<file path="config.mk">
export PLATFORM = sky130hd
export DESIGN_NAME = keypad_scanner_adv_flat
export DESIGN_NICKNAME = d
export VERILOG_FILES = /design/src/rtl/keypad_scanner_adv_pkg.sv /design/src/rtl/keypad_scanner_adv_if.sv /design/src/rtl/db_reg_intf.sv /design/src/rtl/keypad_scanner_adv_key_fifo.sv /design/src/rtl/simple_timer.sv /design/src/rtl/keypad_scanner_adv.sv /design/src/flat_wrapper.sv
export SDC_FILE = /design/constraint.sdc
export NUM_CORES = 1
export LEC_CHECK = 0
export BUFFER_PORTS_ARGS = -buffer_cell sky130_fd_sc_hd__buf_2
export CAP_MARGIN = 25
export CORE_ASPECT_RATIO = 0.9
export CORE_MARGIN = 2
export CORE_UTILIZATION = 45
export CTS_CLUSTER_DIAMETER = 150
export DETAILED_ROUTE_END_ITERATION = 10
export SYNTH_ARGS = -nofsm -noshare
export SYNTH_HDL_FRONTEND = slang
export SYNTH_SLANG_ARGS = --single-unit
</file>
<file path="constraint.sdc">
create_clock -name clk -period 6.1 [get_ports clk]
set_input_delay 0.915 -clock clk [delete_from_list [all_inputs] [get_ports clk]]
set_output_delay 0.915 -clock clk [all_outputs]
set_load 0.05 [all_outputs]
</file>
<file path="src/rtl/keypad_scanner_adv_pkg.sv">
// Shared definitions for the 4x4 keypad scanner: bus window, register word
// layout, key codes and the scan FSM state type.
package keypad_scanner_adv_pkg;

   typedef logic [31:0] base_addr_type;
   typedef logic [31:0] addr_mask_type;

   localparam base_addr_type CFG_BADR_Keypad = 32'h0000_1000;
   localparam addr_mask_type CFG_MADR_Keypad = 32'hFFFF_FFF0;

   localparam int N_WORDS = 3;
   localparam int STATUS  = 0;
   localparam int KEYMAP  = 1;
   localparam int CONTROL = 2;

   localparam int CTRL_ENABLE = 0;
   localparam int CTRL_IRQ_EN = 8;
   localparam int CTRL_CLEAR  = 16;
   localparam int CTRL_POP    = 24;

   localparam int STAT_VALID    = 4;
   localparam int STAT_OVERFLOW = 16;

   typedef logic [3:0] key_code_t;

   typedef enum logic [2:0] {
      SCAN_IDLE,
      SCAN_SAMPLE,
      SCAN_UPD0,
      SCAN_UPD1,
      SCAN_UPD2,
      SCAN_UPD3
   } scan_state_t;

   function automatic key_code_t key_index(input logic [1:0] row, input logic [1:0] col);
      return {row, col};
   endfunction

endpackage

</file>
<file path="src/rtl/keypad_scanner_adv_if.sv">
// Simple single-cycle request / registered-response SoC data bus.
interface DATA_BUS;
   logic [31:0] addr;
   logic [31:0] wdata;
   logic [31:0] rdata;
   logic        wr;
   logic        rd;
   logic        ack;

   modport Master (output addr, wdata, wr, rd, input rdata, ack);
   modport Slave  (input addr, wdata, wr, rd, output rdata, ack);
endinterface

</file>
<file path="src/rtl/db_reg_intf.sv">
// Bank of N_WORDS bus-visible 32-bit registers; the block refreshes them via
// new_data_i, while a same-cycle bus write keeps priority for its own word.
module db_reg_intf
   import keypad_scanner_adv_pkg::*;
#(
   parameter int                         N_WORDS   = 3,
   parameter base_addr_type              base_addr = CFG_BADR_Keypad,
   parameter addr_mask_type              addr_mask = CFG_MADR_Keypad,
   parameter logic [N_WORDS-1:0][31:0]   reg_init  = '0
) (
   input  logic                        clk,
   input  logic                        rst,
   DATA_BUS.Slave                      dslv,
   output logic [N_WORDS-1:0][31:0]    reg_data_o,
   input  logic [N_WORDS-1:0][31:0]    reg_data_i,
   input  logic                        new_data_i
);

   localparam int IW = (N_WORDS > 1) ? $clog2(N_WORDS) : 1;

   logic [N_WORDS-1:0][31:0] regs;
   logic                     hit;
   logic [IW-1:0]            word_idx;
   logic                     idx_ok;

   assign hit        = ((dslv.addr & addr_mask) == (base_addr & addr_mask));
   assign word_idx   = dslv.addr[2 +: IW];
   assign idx_ok     = (int'(word_idx) < N_WORDS);
   assign reg_data_o = regs;

   always_ff @(posedge clk) begin
      if (rst) begin
         regs       <= reg_init;
         dslv.ack   <= 1'b0;
         dslv.rdata <= '0;
      end else begin
         dslv.ack   <= hit && (dslv.wr || dslv.rd);
         dslv.rdata <= (hit && dslv.rd && idx_ok) ? regs[word_idx] : '0;
         for (int i = 0; i < N_WORDS; i++) begin
            if (hit && dslv.wr && (int'(word_idx) == i)) begin
               regs[i] <= dslv.wdata;
            end else if (new_data_i) begin
               regs[i] <= reg_data_i[i];
            end
         end
      end
   end

endmodule

</file>
<file path="src/rtl/keypad_scanner_adv_key_fifo.sv">
// Key-code queue with flush; a push into a full queue is accepted only when a
// pop frees a slot in the same cycle.
module key_fifo
   import keypad_scanner_adv_pkg::*;
#(
   parameter int DEPTH = 8
) (
   input  logic                       clk,
   input  logic                       rst,
   input  logic                       push,
   input  logic                       pop,
   input  logic                       clear,
   input  key_code_t                  din,
   output key_code_t                  dout,
   output logic [$clog2(DEPTH+1)-1:0] count,
   output logic                       full,
   output logic                       empty
);

   localparam int CW = $clog2(DEPTH + 1);
   localparam int PW = $clog2(DEPTH);

   key_code_t     mem [DEPTH];
   logic [PW-1:0] rd_ptr;
   logic [PW-1:0] wr_ptr;
   logic          do_push;
   logic          do_pop;

   assign full    = (count == CW'(DEPTH));
   assign empty   = (count == '0);
   assign do_pop  = pop && !empty;
   assign do_push = push && (!full || do_pop);
   assign dout    = mem[rd_ptr];

   always_ff @(posedge clk) begin
      if (rst) begin
         rd_ptr <= '0;
         wr_ptr <= '0;
         count  <= '0;
         for (int i = 0; i < DEPTH; i++) begin
            mem[i] <= '0;
         end
      end else if (clear) begin
         rd_ptr <= '0;
         wr_ptr <= '0;
         count  <= '0;
      end else begin
         if (do_push) begin
            mem[wr_ptr] <= din;
            wr_ptr      <= wr_ptr + 1'b1;
         end
         if (do_pop) begin
            rd_ptr <= rd_ptr + 1'b1;
         end
         count <= count + CW'(do_push) - CW'(do_pop);
      end
   end

endmodule

</file>
<file path="src/rtl/simple_timer.sv">
// Free-running period counter emitting a one-cycle overflow pulse every PERIOD cycles.
module simple_timer #(
   parameter int unsigned PERIOD = 10
) (
   input  logic clk,
   input  logic rst,
   output logic ovf
);

   localparam int CW = (PERIOD > 1) ? $clog2(PERIOD) : 1;

   logic [CW-1:0] cnt;

   assign ovf = (cnt == CW'(PERIOD - 1));

   always_ff @(posedge clk) begin
      if (rst) begin
         cnt <= '0;
      end else if (ovf) begin
         cnt <= '0;
      end else begin
         cnt <= cnt + 1'b1;
      end
   end

endmodule

</file>
<file path="src/rtl/keypad_scanner_adv.sv">
// Memory-mapped 4x4 keypad reader: row-by-row scan, per-key debounce and a
// queue of press codes popped by software through the control word.
module keypad_scanner_adv
   import keypad_scanner_adv_pkg::*;
#(
   parameter base_addr_type base_addr      = CFG_BADR_Keypad,
   parameter addr_mask_type addr_mask      = CFG_MADR_Keypad,
   parameter real           CLK_FREQ       = 100.0,
   parameter real           SCAN_RATE      = 1000.0,
   parameter int            DEBOUNCE_SCANS = 4,
   parameter int            FIFO_DEPTH     = 8
) (
   input  logic       clk,
   input  logic       rst,
   DATA_BUS.Slave     dslv,
   output logic [3:0] rows,
   input  logic [3:0] cols,
   output logic       irq
);

   localparam int          ROW_PERIOD    = int'(CLK_FREQ * 1.0e6 / (SCAN_RATE * 4.0));
   localparam int          CW            = $clog2(FIFO_DEPTH + 1);
   localparam logic [31:0] CTRL_STROBES  = (32'd1 << CTRL_POP) | (32'd1 << CTRL_CLEAR);

   logic [N_WORDS-1:0][31:0] reg_data_o;
   logic [N_WORDS-1:0][31:0] reg_data_i;
   logic                     new_data_i;

   logic enable, irq_en, pop_req, clear_req;
   logic row_tick;

   scan_state_t state, state_next;
   logic [1:0]  row_idx;
   logic [1:0]  sample_row;
   logic [3:0]  sample;
   logic [15:0] key_map;
   logic [3:0]  deb_cnt [16];

   logic        upd_en;
   logic [1:0]  upd_col;
   key_code_t   upd_idx;
   logic        upd_raw;
   logic [3:0]  cnt_inc;
   logic        upd_flip;
   logic        key_push;

   key_code_t   head_code;
   logic [CW-1:0] fifo_count;
   logic        fifo_full, fifo_empty;
   logic        overflow;
   logic [31:0] status_word;
   logic [31:0] keymap_word;

   assign enable    = reg_data_o[CONTROL][CTRL_ENABLE];
   assign irq_en    = reg_data_o[CONTROL][CTRL_IRQ_EN];
   assign pop_req   = reg_data_o[CONTROL][CTRL_POP];
   assign clear_req = reg_data_o[CONTROL][CTRL_CLEAR];

   db_reg_intf #(
      .N_WORDS   (N_WORDS),
      .base_addr (base_addr),
      .addr_mask (addr_mask),
      .reg_init  ('0)
   ) u_regs (
      .clk        (clk),
      .rst        (rst),
      .dslv       (dslv),
      .reg_data_o (reg_data_o),
      .reg_data_i (reg_data_i),
      .new_data_i (new_data_i)
   );

   simple_timer #(
      .PERIOD (ROW_PERIOD)
   ) u_timer (
      .clk (clk),
      .rst (rst | ~enable),
      .ovf (row_tick)
   );

   assign rows = enable ? ~(4'b0001 << row_idx) : 4'b1111;

   always_ff @(posedge clk) begin
      if (rst) begin
         state <= SCAN_IDLE;
      end else begin
         state <= state_next;
      end
   end

   // Each UPDk state debounces one column of the row latched in SAMPLE, so at
   // most one code is pushed per cycle and same-row presses queue by column.
   always_comb begin
      state_next = state;
      upd_en     = 1'b0;
      upd_col    = 2'd0;
      case (state)
         SCAN_IDLE:   if (row_tick) state_next = SCAN_SAMPLE;
         SCAN_SAMPLE: state_next = SCAN_UPD0;
         SCAN_UPD0: begin
            upd_en     = 1'b1;
            upd_col    = 2'd0;
            state_next = SCAN_UPD1;
         end
         SCAN_UPD1: begin
            upd_en     = 1'b1;
            upd_col    = 2'd1;
            state_next = SCAN_UPD2;
         end
         SCAN_UPD2: begin
            upd_en     = 1'b1;
            upd_col    = 2'd2;
            state_next = SCAN_UPD3;
         end
         SCAN_UPD3: begin
            upd_en     = 1'b1;
            upd_col    = 2'd3;
            state_next = SCAN_IDLE;
         end
         default:     state_next = SCAN_IDLE;
      endcase
      if (!enable) begin
         state_next = SCAN_IDLE;
         upd_en     = 1'b0;
      end
      upd_idx  = key_index(sample_row, upd_col);
      upd_raw  = sample[upd_col];
      cnt_inc  = deb_cnt[upd_idx] + 4'd1;
      upd_flip = upd_en && (upd_raw != key_map[upd_idx]) && (cnt_inc == 4'(DEBOUNCE_SCANS));
      key_push = upd_flip && upd_raw;
   end

   always_ff @(posedge clk) begin
      if (rst || !enable) begin
         row_idx    <= 2'd0;
         sample_row <= 2'd0;
         sample     <= 4'd0;
         key_map    <= 16'd0;
         for (int i = 0; i < 16; i++) begin
            deb_cnt[i] <= 4'd0;
         end
      end else begin
         if (state == SCAN_SAMPLE) begin
            sample     <= ~cols;
            sample_row <= row_idx;
            row_idx    <= row_idx + 2'd1;
         end
         if (upd_en) begin
            if (upd_raw == key_map[upd_idx]) begin
               deb_cnt[upd_idx] <= 4'd0;
            end else if (upd_flip) begin
               key_map[upd_idx] <= upd_raw;
               deb_cnt[upd_idx] <= 4'd0;
            end else begin
               deb_cnt[upd_idx] <= cnt_inc;
            end
         end
      end
   end

   key_fifo #(
      .DEPTH (FIFO_DEPTH)
   ) u_fifo (
      .clk   (clk),
      .rst   (rst),
      .push  (key_push),
      .pop   (pop_req),
      .clear (clear_req),
      .din   (upd_idx),
      .dout  (head_code),
      .count (fifo_count),
      .full  (fifo_full),
      .empty (fifo_empty)
   );

   always_ff @(posedge clk) begin
      if (rst) begin
         overflow <= 1'b0;
         irq      <= 1'b0;
      end else begin
         if (clear_req) begin
            overflow <= 1'b0;
         end else if (key_push && fifo_full && !pop_req) begin
            overflow <= 1'b1;
         end
         irq <= irq_en && !fifo_empty;
      end
   end

   // Register image; control is echoed back with its strobes cleared so that
   // pop and clear act for exactly one cycle.
   always_comb begin
      status_word                = '0;
      status_word[3:0]           = fifo_empty ? 4'd0 : head_code;
      status_word[STAT_VALID]    = !fifo_empty;
      status_word[11:8]          = 4'(fifo_count);
      status_word[STAT_OVERFLOW] = overflow;
      keymap_word                = {16'd0, key_map};
      reg_data_i                 = '0;
      reg_data_i[STATUS]         = status_word;
      reg_data_i[KEYMAP]         = keymap_word;
      reg_data_i[CONTROL]        = reg_data_o[CONTROL] & ~CTRL_STROBES;
      new_data_i = (status_word != reg_data_o[STATUS]) ||
                   (keymap_word != reg_data_o[KEYMAP]) ||
                   pop_req || clear_req;
   end

endmodule

</file>
<file path="src/flat_wrapper.sv">
// flat-port wrapper written by rule: the top's interface ports become plain ports
module keypad_scanner_adv_flat import keypad_scanner_adv_pkg::*;
#(
   parameter base_addr_type base_addr      = CFG_BADR_Keypad,
   parameter addr_mask_type addr_mask      = CFG_MADR_Keypad,
   parameter real           CLK_FREQ       = 100.0,
   parameter real           SCAN_RATE      = 1000.0,
   parameter int            DEBOUNCE_SCANS = 4,
   parameter int            FIFO_DEPTH     = 8
)
  (clk, rst, rows, cols, irq, dslv_addr, dslv_wdata, dslv_wr, dslv_rd, dslv_rdata, dslv_ack);
  DATA_BUS dslv_i ();
  input  logic clk;
  input  logic rst;
  output logic [3:0] rows;
  input  logic [3:0] cols;
  output logic irq;
  input wire logic [$bits(dslv_i.addr)-1:0] dslv_addr;
  input wire logic [$bits(dslv_i.wdata)-1:0] dslv_wdata;
  input wire logic [$bits(dslv_i.wr)-1:0] dslv_wr;
  input wire logic [$bits(dslv_i.rd)-1:0] dslv_rd;
  output wire logic [$bits(dslv_i.rdata)-1:0] dslv_rdata;
  output wire logic [$bits(dslv_i.ack)-1:0] dslv_ack;
  assign dslv_i.addr = dslv_addr;
  assign dslv_i.wdata = dslv_wdata;
  assign dslv_i.wr = dslv_wr;
  assign dslv_i.rd = dslv_rd;
  assign dslv_rdata = dslv_i.rdata;
  assign dslv_ack = dslv_i.ack;
  keypad_scanner_adv #(.base_addr(base_addr), .addr_mask(addr_mask), .CLK_FREQ(CLK_FREQ), .SCAN_RATE(SCAN_RATE), .DEBOUNCE_SCANS(DEBOUNCE_SCANS), .FIFO_DEPTH(FIFO_DEPTH)) u_core (.clk(clk), .rst(rst), .dslv(dslv_i), .rows(rows), .cols(cols), .irq(irq));
endmodule
</file>
## Word level (Yosys, flattened, before mapping)

Memory sizes are Yosys's and may differ from the RTL's. A register that Yosys moved wholly into a read port is not among the register bits.
Cells that the tools add are included.
Widths: inputs -> output; s select.

- Memories kept: 2
- Output and inout bits: 38
- Bits of input ports: 72
- Bits in read-only memories: 0
- Logic and storage cells: 150
- Memory bits (writable): 96
- Bits in latches: 0
- Register bits after elaboration: 183

Memories:

| memory | words | width | rd ports | clocked after memory_dff | wr ports | RTL line | source |
|---|---|---|---|---|---|---|---|
| u_core.deb_cnt | 16 | 4 | 1 | 0 | 16 | keypad_scanner_adv.sv:37 | `logic [3:0] deb_cnt [16];` |
| u_core.u_fifo.mem | 8 | 4 | 1 | 1 | 8 | keypad_scanner_adv_key_fifo.sv:23 | `key_code_t mem [DEPTH];` |

- Eq/ne operators: 16
- Multipliers: 0
- Bitwise gates (word level): 8
- Reductions and logical operators: 40
- Divide/modulo/power cells: 0
- Shift operators: 1
- Order comparisons: 5
- Add/sub/neg operators: 7
- Mux-type cells: 54

Operator list:

| operator | number |
|---|---|
| $mux 32 | 6 |
| $bmux 32 s2 | 1 |
| $ne 16x32->1 | 1 |
| $ne 17x32->1 | 1 |
| $mux 1 | 29 |
| $eq 28x9->1 const B | 1 |
| $mux 4 | 7 |
| $mux 25 | 1 |
| $bwmux 16 | 1 |
| $logic_and 1x1->1 | 16 |
| $add 15x1->15 const B | 1 |
| $eq 15x15->1 const B | 1 |
| $pmux 3 s5 | 1 |
| $mux 3 | 4 |
| $reduce_or 4->1 | 3 |
| $not 4->4 | 2 |
| $reduce_or 2->1 | 4 |
| $add 3x1->3 const B | 2 |
| $eq 3x2->1 const B | 2 |
| $eq 3x3->1 const B | 2 |
| $logic_or 1x1->1 | 6 |
| $lt 2x3->1 const B | 2 |
| $pmux 2 s3 | 1 |
| $reduce_bool 2->1 | 3 |
| other kinds (25) | 33 |

## Depth between registers and ports, before layout

- Depth in word-level cells: 16
- Gate-level depth with buffers: 22
- Gate-level depth less buffers: 18

## Cells and area by module

From an unflattened synthesis, not the netlist that was laid out.

- Cells, all modules: 1388
- Area, all modules: 14396.3 um^2

Modules (own cells, without submodules):

| module | cells each | sequential area each (um^2) | area an instance (um^2) | instances |
|---|---|---|---|---|
| db_reg_intf | 648 | 2582.5 | 6523.8 | 1 |
| keypad_scanner_adv | 483 | 2502.4 | 5013.6 | 1 |
| key_fifo | 181 | 1221.2 | 2183.3 | 1 |
| simple_timer | 76 | 300.3 | 675.6 | 1 |

## Worst setup path after synthesis

No wires, ideal clock.

- Kind: register to register
- Start point: register u_core.sample_row[0]
- End point: register u_core.u_fifo.count[2]
- Stages on the path, launching flop included: 19
- Data required time: 5972 ps
- Library setup time: 128 ps
- Slack: 1503 ps
- Buffers on the path: 3
- Data arrival time: 4469 ps
- Period minus slack after synthesis: 4597 ps
- Path through: dfxtp_1 > buf_2 > mux4_2 > and3_1 > nor4_1 > clkinv_1 > clkbuf_1 > ha_1 > or3_1 > a21o_1 > a21boi_4 > inv_2 > buf_2 > ha_1 > inv_1 > ha_1 > fa_1 > xnor2_1 > nor2_1

- Longest elaborated chain between the ends: 9
- Elaborated cells on any way between the ends: 12
- Those cells by class: add/sub (3); eq/ne (2); mux (2); reduce/logical (4); memory (1)

Ends and longest elaborated chain:

| element | RTL line | source |
|---|---|---|
| start: declaration | keypad_scanner_adv.sv:34 | `logic [1:0] sample_row;` |
| start signal: assignment | keypad_scanner_adv.sv:145 | `sample_row <= row_idx;` |
| branches (longest 4 deep; another with $mem_v2 16x4) | n/a |  |
| $logic_and 1x1->1 * | keypad_scanner_adv.sv:129 | `upd_flip = upd_en && (upd_raw != key_map[upd_idx]) && (cnt_inc == 4'(DEBOUNCE_SCANS));` |
| $logic_and 1x1->1 * | keypad_scanner_adv.sv:130 | `key_push = upd_flip && upd_raw;` |
| $logic_and 1x1->1 * | keypad_scanner_adv_key_fifo.sv:32 | `assign do_push = push && (!full \|\| do_pop);` |
| $add 4x1->4 * | keypad_scanner_adv_key_fifo.sv:55 | `count <= count + CW'(do_push) - CW'(do_pop);` |
| $sub 4x1->4 * | keypad_scanner_adv_key_fifo.sv:55 |  |
| end signal: assignment | keypad_scanner_adv_key_fifo.sv:55 |  |
| end: declaration | keypad_scanner_adv_key_fifo.sv:15 | `output logic [$clog2(DEPTH+1)-1:0] count,` |

Every way passes the cells marked *. The select of a mux whose other input is x is not followed.
A chain may end at the register's enable or synchronous reset.

==> results.ini <==
[floorplanning]
start_util_pct = 45.4
die_w_um = 180
rows = 58
ios = 110
die-height_um = 163
core_um2 = 27700
die-area_um2 = 29300

[synth]
yosysSeqAreaShare_pct = 52.5
postSynthAreaPerCell_um2 = 9.56
ys_ff_latch = 282
syn-num-nets = 1405
yosys.cell_types.count = 63
synth_edf_count = 96
ys.flop_type = dfxtp_1
yosys_warnings = 0
async_flop_share_pct = 0
netlist.area_leader.share_pct = 29.6
netlist_area_um2 = 12600
syn_inst = 1317
synthTopCellsByArea = dfxtp_1 30%, edfxtp_1 23%, nand2_1 5.2%
yosysTopAreaCell = dfxtp_1

[critical_path]
cp_data_arrival_time_ns = 5.41
path_max_fanout = 23
r2r-end = u_core.u_fifo.mem[5][2]
rr_worst_depth = 10
r2r_start = u_core.state[1]
critical_path_class = flip-flop to flip-flop
worstPathRequired_ns = 6.28
rrSetupSlack_ns = 0.87
end_kind = flip-flop
startpoint_type = flip-flop

[cts]
cts_setup_buffers = 0
cts_buffer_depth = 3
cts_made_buffers = 31
h-tree-depth = 1
cts_sinks = 282
tritoncts = yes
cts_resized = 0
cts.clk_slew.worst_paths_ns = 0.06
clk-insertion-delay-late_ns = 0.56
ctsHoldBuffers = 0
cts-root-buf = clkbuf_16

[drt]
drt_iter0_drc = 1183
drc_errors = 0
dr_total_vias = 10100
wirelength_um = 34400
wl_per_cell_um = 19.6
vias_per_cell = 5.77
antenna_left = 0
dr.pass1.iters = 6

[placement]
place_ws_ns = 0.998
placed_area_um2 = 13300
gp_congestion = 0.911
port_buffers = 107
hpwlAfterDp_um = 23400

[pwr]
leakage_nw = 5.16
p_total_w = 0.00381
irDropWorstVdd_mv = 0.206
p_per_area_nw_per_um2 = 267

[timing]
post-route-period-util_pct = 85.7
maxSlewHeadroom_pct = 33.5
rsz0062_at_grt = no
fin_worst_skew_ns = 0.0187
finalSetupTns_ns = 0
hold_violations = 0
min_period_ns = 5.23
setup_violations = 0
setup_ws_ns = 0.870
whs_ns = 0.445
timing.fmax_mhz = 191
tightest_slew_ns = 0.993
slew_viol_final = 0

[worst_hold_path]
hp-class = flip-flop to flip-flop
hold_path_depth = 1
whs_endpoint = u_core.u_timer.cnt[0]
worstHoldStart = u_core.u_timer.cnt[0]

[finish]
diodes = 0
syn_to_final_growth_pct = 13.5
layout_common_cells = 186 x dfxtp_1, 175 x nand2_1, 153 x nor2_1
fin_nets = 1464
layout_commonest_cell = dfxtp_1
fillers = 2564
final_cell_area_um2 = 14300
drive_above_1_share_pct = 15.5

[run]
maxCapViolations = 0

[global_route]
grt_remaining_overflow = 0
grt_first_pass_wirelength_um = 54300
antenna_found_initial = 0
grt_pass1_vias = 9416
grt_max_degree = 48
grtUsageTotal_pct = 23.3

[status]
status = completed

==> registers in the layout, summed over array words and instances (netlist names), 2 cells and up, named ones only <==
register                  count
u_core.u_regs.reg_data_o     96
u_core.u_fifo.mem            32
u_core.u_fifo.wr_ptr          3
u_core.u_timer.cnt           15
u_core.u_fifo.rd_ptr          3
u_core.u_fifo.count           4
u_core.deb_cnt               64
u_core.sample                 4
u_core.key_map               16
u_core.state                  3
u_core.sample_row             2
u_core.row_idx                2
u_core.u_regs.dslv.rdata     32
==> worst max-delay path: stages (launching register included) <==
cell and delay, ns:
dfxtp_1 0.82, and3b_1 0.64, or3_1 0.34, o22a_1 0.18, nand3_1 0.12, or4_1 0.86
a21o_1 0.38, a21boi_4 0.24, inv_2 0.20, buf_4 0.27, o41ai_1 0.77
==> per-layer routing <==
layer / up-vias / GRT usage [%] / wire, µm
met2: 371 / 35.5 / 15100
met3: 65 / 3.40 / 2360
li1: 4852 / - / -
met5: - / 0 / 0
met4: 0 / 6.56 / 924
met1: 4856 / 34.5 / 16000
==> metrics by stage <==
step / util, % / cells
2_1_floorplan: - / 1317
5_1_grt: 51.5 / 1758
6_report: 51.5 / 1758
4_1_cts: 51.5 / 1758
3_5_place_dp: 48.0 / 1703
3_3_place_gp: 48.0 / 1703
==> cell families (layout without fill, tap and decap cells) <==
family,Yosys count,after routing,share of synthesized area [%]
flip-flops,282,282,52.5
multiplexers,60,60,5.79
adder cells (fa/ha/maj),16,16,1.65
AO/OA/AOI/OAI,214,214,11.1
XOR/XNOR,21,21,1.52
buffers and inverters,131,212,4.55
AND/OR/NAND/NOR,593,593,22.9
==> synth_stat cells, drive strengths merged (27+ instances only) <==
library cell and number:
buf 34, nor2 153, nand3 27, nand2 175, mux2i 48, nor4 87, edfxtp 96, a21oi 109
clkbuf 75, dfxtp 186, and2 42, nor3 38
==> layout make-up <==
type,count,area (µm²),area share (%)
Multi-Input combinational cell,904,5420,38.0
Timing Repair Buffer,135,746,5.22
Sequential cell,282,6610,46.2
Tap cell,360,450,3.15
Clock inverter,7,41.3,0.289
Inverter,22,82.6,0.578
Clock buffer,48,936,6.55
==> how the worst max path moves through the flow <==
stage | from | endpoint | slack [ns] | cells after the start
after global routing | u_core.state[1] | u_core.u_fifo.mem[5][2] | 0.43 | 12
after detailed placement | u_core.sample_row[1] | u_core.u_fifo.mem[5][0] | 1.0 | 13
after global placement | u_core.state[1] | u_core.u_fifo.mem[5][3] | 1.08 | 10
after floorplan | u_core.sample_row[0] | u_core.u_fifo.count[2] | 1.50 | 18
final | u_core.state[1] | u_core.u_fifo.mem[5][2] | 0.87 | 10
after CTS | u_core.sample_row[1] | u_core.u_fifo.mem[5][2] | 0.97 | 13
==> where the power goes <==
part	leakage [nW]	switching (W)	internal [W]
combinational	2.05	0.0000517	0.0000285
sequential	2.62	0.00000219	0.00194
clock	0.491	0.000745	0.00105
total	5.16	0.000799	0.00301
No activity file was read; power rests on OpenSTA's default activity.
